### src/rtl/gray_fifo_arb_pkg.sv
// gray_fifo_arb_pkg: shared types for the gray FIFO write-port arbiter
// Contents: arb_state_e FSM states, HDR_SEQ_W header sequence width,
// hdr_word_t header layout and make_hdr builder.
package gray_fifo_arb_pkg;
  typedef enum logic [1:0] {IDLE, HDR, XFER} arb_state_e;
  localparam int HDR_SEQ_W = 8;
  typedef struct packed {
    logic [15:0]          rsvd_hi;
    logic [HDR_SEQ_W-1:0] seq;
    logic [4:0]           rsvd_lo;
    logic [2:0]           src;
  } hdr_word_t;
  function automatic hdr_word_t make_hdr(logic [HDR_SEQ_W-1:0] seq, logic [2:0] src);
    hdr_word_t h;
    h = '0;
    h.seq = seq;
    h.src = src;
    return h;
  endfunction
endpackage

### src/rtl/gray_fifo_wr_arbiter_rr_pick.sv
// rr_pick: combinational round-robin pick of the first request at or after a start pointer
// Ports: req_i request vector, ptr_i start pointer, any_o some request set, idx_o chosen index.
module rr_pick #(
  parameter int N = 4,
  parameter int W = $clog2(N)
) (
  input  logic [N-1:0] req_i,
  input  logic [W-1:0] ptr_i,
  output logic         any_o,
  output logic [W-1:0] idx_o
);
  logic [N-1:0]   mask;
  logic [2*N-1:0] dbl;
  // Low copy keeps only requests at/after ptr; the high copy supplies the wrap-around.
  always_comb begin
    mask = '0;
    for (int i = 0; i < N; i++) mask[i] = (i >= int'(ptr_i));
    dbl = {req_i, req_i & mask};
    any_o = |req_i;
    idx_o = '0;
    for (int i = 2*N-1; i >= 0; i--) if (dbl[i]) idx_o = W'(i % N);
  end
endmodule

### src/rtl/gray_fifo_wr_arbiter.sv
// gray_fifo_wr_arbiter: packet-level round-robin arbiter for the write port of a gray FIFO
// Ports: clk/rst (sync, active-high); req_valid_i/req_data_i/req_last_i/req_ready_o per source;
// fifo_wvalid_o/fifo_wdata_o/fifo_wready_i/fifo_cnt_i FIFO write side;
// active_src_o granted source, busy_o packet in progress, err_oversize_o oversize pulse.
// Option: define GRAY_FIFO_ARB_HDR_EN to prefix every packet with a header word.
module gray_fifo_wr_arbiter
  import gray_fifo_arb_pkg::*;
#(
  parameter int N_SRC     = 4,
  parameter int MAX_PKT   = 16,
  parameter int LOG_DEPTH = 10
) (
  input  logic                       clk,
  input  logic                       rst,
  input  logic [N_SRC-1:0]           req_valid_i,
  input  logic [N_SRC-1:0][31:0]     req_data_i,
  input  logic [N_SRC-1:0]           req_last_i,
  output logic [N_SRC-1:0]           req_ready_o,
  output logic                       fifo_wvalid_o,
  output logic [31:0]                fifo_wdata_o,
  input  logic                       fifo_wready_i,
  input  logic [LOG_DEPTH:0]         fifo_cnt_i,
  output logic [$clog2(N_SRC)-1:0]   active_src_o,
  output logic                       busy_o,
  output logic                       err_oversize_o
);
  localparam int SW = $clog2(N_SRC);
  localparam int CW = $clog2(MAX_PKT+1);
`ifdef GRAY_FIFO_ARB_HDR_EN
  localparam int HDR_WORDS = 1;
`else
  localparam int HDR_WORDS = 0;
`endif
  localparam logic [LOG_DEPTH:0] DEPTH = {1'b1, {LOG_DEPTH{1'b0}}};
  arb_state_e        state_q, state_d;
  logic [SW-1:0]     act_q, act_d, rr_q, rr_d, pick;
  logic [CW-1:0]     cnt_q, cnt_d;
  logic [LOG_DEPTH:0] free;
  logic              admit, any, fire, last;
`ifdef GRAY_FIFO_ARB_HDR_EN
  logic [HDR_SEQ_W-1:0] seq_q, seq_d;
`endif
  assign free           = DEPTH - fifo_cnt_i;
  assign admit          = int'(free) >= MAX_PKT + HDR_WORDS;
  assign fire           = state_q == XFER && req_valid_i[act_q] && fifo_wready_i;
  assign last           = req_last_i[act_q];
  assign active_src_o   = act_q;
  assign busy_o         = state_q != IDLE;
  // Counter saturates at MAX_PKT, so the MAX_PKT-1 match happens at most once per packet.
  assign err_oversize_o = fire && !last && cnt_q == CW'(MAX_PKT-1);
  rr_pick #(.N(N_SRC)) u_pick (
    .req_i (req_valid_i),
    .ptr_i (rr_q),
    .any_o (any),
    .idx_o (pick)
  );
  always_ff @(posedge clk) begin
    if (rst) begin
      state_q <= IDLE;
      act_q   <= '0;
      rr_q    <= '0;
      cnt_q   <= '0;
    end else begin
      state_q <= state_d;
      act_q   <= act_d;
      rr_q    <= rr_d;
      cnt_q   <= cnt_d;
    end
  end
`ifdef GRAY_FIFO_ARB_HDR_EN
  always_ff @(posedge clk) seq_q <= rst ? '0 : seq_d;
`endif
  always_comb begin
    state_d = state_q;
    act_d   = act_q;
    rr_d    = rr_q;
    cnt_d   = cnt_q;
`ifdef GRAY_FIFO_ARB_HDR_EN
    seq_d   = seq_q;
`endif
    case (state_q)
      IDLE: if (any && admit) begin
        act_d = pick;
`ifdef GRAY_FIFO_ARB_HDR_EN
        state_d = HDR;
`else
        state_d = XFER;
`endif
      end
`ifdef GRAY_FIFO_ARB_HDR_EN
      HDR: if (fifo_wready_i) begin
        seq_d   = seq_q + 1'b1;
        state_d = XFER;
      end
`endif
      XFER: if (fire) begin
        cnt_d = last ? '0 : (cnt_q == CW'(MAX_PKT)) ? cnt_q : cnt_q + 1'b1;
        if (last) begin
          rr_d    = (act_q == SW'(N_SRC-1)) ? '0 : act_q + 1'b1;
          state_d = IDLE;
        end
      end
      default: state_d = IDLE;
    endcase
  end
  always_comb begin
    req_ready_o   = '0;
    fifo_wvalid_o = 1'b0;
    fifo_wdata_o  = '0;
    if (state_q == XFER) begin
      fifo_wvalid_o      = req_valid_i[act_q];
      fifo_wdata_o       = req_data_i[act_q];
      req_ready_o[act_q] = fifo_wready_i;
    end
`ifdef GRAY_FIFO_ARB_HDR_EN
    if (state_q == HDR) begin
      fifo_wvalid_o = 1'b1;
      fifo_wdata_o  = make_hdr(seq_q, 3'(act_q));
    end
`endif
  end
endmodule

### config.mk
export PLATFORM = sky130hd
export DESIGN_NAME = gray_fifo_wr_arbiter
export DESIGN_NICKNAME = d
export VERILOG_FILES = /design/src/rtl/gray_fifo_arb_pkg.sv /design/src/rtl/gray_fifo_wr_arbiter_rr_pick.sv /design/src/rtl/gray_fifo_wr_arbiter.sv
export SDC_FILE = /design/constraint.sdc
export NUM_CORES = 1
export LEC_CHECK = 0
export CAP_MARGIN = 10
export CORE_ASPECT_RATIO = 0.6
export CORE_UTILIZATION = 26
export DETAILED_ROUTE_END_ITERATION = 16
export PLACE_DENSITY = 0.79
export SYNTH_ARGS = -nofsm -noshare
export SYNTH_HDL_FRONTEND = slang
export SYNTH_HIERARCHICAL = 1
export SYNTH_SLANG_ARGS = --single-unit
export TNS_END_PERCENT = 5
### constraint.sdc
create_clock -name clk -period 1.9 [get_ports clk]
set_input_delay 0.285 -clock clk [delete_from_list [all_inputs] [get_ports clk]]
set_output_delay 0.285 -clock clk [all_outputs]
set_load 0.01 [all_outputs]
==> out/metrics.yaml <==
floorplan:
  boundaryPins: 191
  floorplan.initialDensity_pct: 27.7
  std_cell_rows: 22
  die-area_mm2: 0.00707
  die_h_um: 65.5
  dieWidth_um: 108
  core_area_mm2: 0.00630
clock_tree:
  cts_htree_levels: 1
  number_of_clock_buffers_inserted_by_tritoncts: 3
  tritoncts_num_sinks: 10
  cts_tree: "done"
  number_of_hold_buffers_added_after_cts: 0
  clk_pin_slew_ns: 0.05
  clock_latency_ns: 0.24
  cts.root.buffer_cell: "sky130_fd_sc_hd__clkbuf_8"
  cts_buffer_depth: 2
sta:
  totalNegativeSetupSlack_ns: -2.00
  rsz0062_at_grt: "true"
  hold_viol: 0
  max_slew.worst_pin.slew_ns: 0.378
  finalCritPeriodShare_pct: 111
  layout_setup_ws_ns: -0.212
  final-max-slew-violation-count: 0
  achievable-frequency_mhz: 473
  finalClockSkew_ns: 0.00299
  min_period_ns: 2.11
  setup-violations-final: 36
  maxSlewHeadroom_pct: 74.6
flow_run:
  cap_violations: 0
routing:
  drt_pass1_iterations: 5
  drt_iter0_markers: 90
  detail_route.wirelength_um: 7660
  viasPerCell: 4.93
  drc: 0
  antenna_left: 0
  route.detailed.wl_per_inst_um: 16.5
  routed-via-count: 2284
logic_synthesis:
  ys.flop_type: "sky130_fd_sc_hd__dfxtp_1"
  synth_async_sr_flop_share_pct: 0
  synth.top_cells.by_area: "sky130_fd_sc_hd__mux4_2 44%, sky130_fd_sc_hd__and2_1 12%, sky130_fd_sc_hd__dfxtp_1 11%"
  synth-edff-count: 0
  synth_top_cell_area_share_pct: 43.8
  netlist_instances: 166
  yosys_register_bits: 10
  yosysSeqAreaShare_pct: 11.5
  synth_common_cells: "34 x sky130_fd_sc_hd__and2_1, 34 x sky130_fd_sc_hd__mux4_2, 10 x sky130_fd_sc_hd__dfxtp_1"
  syn_area_mm2: 0.00175
  syn_nets: 323
  yosys_warnings: 6
  yosysTopAreaCell: "sky130_fd_sc_hd__mux4_2"
  synthesis.area_per_instance_um2: 10.5
  yosys.cell_types.count: 38
global_route:
  global_route_wire_length_before_repair_um: 11500
  overflow: 0
  grt_start_max_net_pins: 29
  grt_pass1_vias: 2381
  grt_antenna_before_repair: 0
  overall_track_demand_over_capacity_in_global_routing_pct: 21.4
power:
  power_mw: 1.66
  leak_pwr_nw: 1.60
  power.density_cell_area_mw_per_mm2: 409
  max_rail_drop_vdd_mv: 0.264
critical_path:
  start_kind: "flop"
  worst_setup_path_end_kind: "primary output"
  critical_path.cell_chain: "buf_6 > buf_6 > mux4_2 > and4b_1 > and2_1 > buf_2"
  worst-endpoint-required_ns: 1.62
  critical_path.most_common_cell: "sky130_fd_sc_hd__buf_6"
  crit_slowest_cell: "sky130_fd_sc_hd__mux4_2"
  worst_path_largest_cell_delay_ns: 0.50
  worst_ep_arrival_time_ns: 1.83
  cp_max_fanout: 4
  critical_path_class: "reg2out"
finish:
  layout.nets: 537
  area_of_combinational_cells_with_multiple_inputs_mm2: 0.00148
  antenna_cells: 0
  regArea_um2: 205
  final_layout_size_suffix_gt1_share_pct: 33.5
  fillCellCount: 549
  syn2layout_area_growth_pct: 132
  utilization_pct: 64.3
placed_design:
  place_congestion: 0.781
  io_buffer_count: 190
  dp_wirelength_um: 6170
run_status:
  failing_checks: "negative setup slack"
  result_of_the_run: "finished with violations"
worst_hold_path:
  worst_hold_path_type: "reg2reg"
==> cells by family after synthesis <==
logic type	count (synthesis)	synth area share, %
AO/OA/AOI/OAI	16	6.44
adder cells (fa/ha/maj)	7	5.01
flip-flops	10	11.5
multiplexers	37	45.5
buffers and inverters	23	5.87
AND/OR/NAND/NOR	73	25.7
==> placed cells by master (no fill, tap or decap), drive strengths merged <==
cell type      synthesis  final
a211oi                 2      2
a21oi                  6      6
a22o                   2      2
a32oi                  2      2
and2                  34     34
and2b                  1      1
and3                   5      5
and4b                  1      1
and4bb                 1      1
buf                    8     65
clkbuf                 6      6
clkdlybuf4s15          0      4
clkdlybuf4s50          0    152
dfxtp                 10     10
ha                     7      7
inv                    9      9
mux2i                  3      3
mux4                  34     34
nand2                  7      7
nand2b                 1      1
nand3                  6      6
nand4                  1      1
nand4b                 2      2
nor2                   5      5
nor2b                  1      1
nor3                   2      2
nor3b                  1      1
nor4                   1      1
nor4b                  1      1
o2111ai                1      1
o21ai                  3      3
or3                    1      1
or4                    1      1
or4bb                  1      1
==> through the flow <==
stage	cells	hold WS [ns]	cell area, um^2	setup WS [ns]
finish	463	0.499	4050	-0.212
global route	463	0.526	4050	-0.306
CTS	462	0.497	4040	-0.195
detailed placement	444	0.489	3860	-0.458
global placement	444	0.473	3860	-0.441
floorplan	166	0.459	1750	0.00903
==> state kept, by name, summed over array words and instances (netlist names) <==
signal	cells
state_q	1
cnt_q	5
active_src_o	2
rr_q	2
==> worst paths after layout <==
kind	startpoint	cells past startpoint	endpoint	slack [ns]
setup / recovery	active_src_o[0]$_SDFFE_PP0P_	6	err_oversize_o	-0.21
hold / removal	cnt_q[0]$_SDFFE_PP0P_	2	cnt_q[0]$_SDFFE_PP0P_	0.50
setup reg to reg	active_src_o[0]$_SDFFE_PP0P_	9	cnt_q[4]$_SDFFE_PP0P_	-0.12
hold reg to reg	cnt_q[0]$_SDFFE_PP0P_	2	cnt_q[0]$_SDFFE_PP0P_	0.50
==> routing by layer <==
layer	up-vias	global-route usage, %	wire (um)
met4	0	4.28	70
met1	1091	23.8	2920
met5	-	0	0
met2	109	39.7	3900
li1	1075	-	-
met3	9	7.74	763
==> where the power goes <==
part / switching (mW) / internal [mW] / total (mW)
Combinational: 0.377 / 0.765 / 1.14
Sequential: 0.0193 / 0.221 / 0.240
Clock: 0.0909 / 0.183 / 0.274
Total: 0.487 / 1.17 / 1.66
==> cell type report <==
cell class,instances,share of cell area [%]
clock buffer,4,1.36
inverter,9,0.834
multi-input combinational,133,36.5
sequential,10,5.06
tap,84,2.59
timing repair buffer,223,53.7
==> worst max-delay path: cells and delay by family (launching register included) <==
kind	cells	cell delay, ns
muxes	1	0.50
and+or+nand+nor	2	0.39
DFF	1	0.37
buffers and inverters	3	0.32
==> repair_timing <==
action | CTS | global route
buffers inserted | 11 | 2
endpoints found under the hold margin | 0 | 0
cloned | 3 | 0
setup endpoints to repair | 38 | 45
pin swaps | 28 | 4
gates resized for setup | 163 | 20
(Power assumes the default switching activity.)
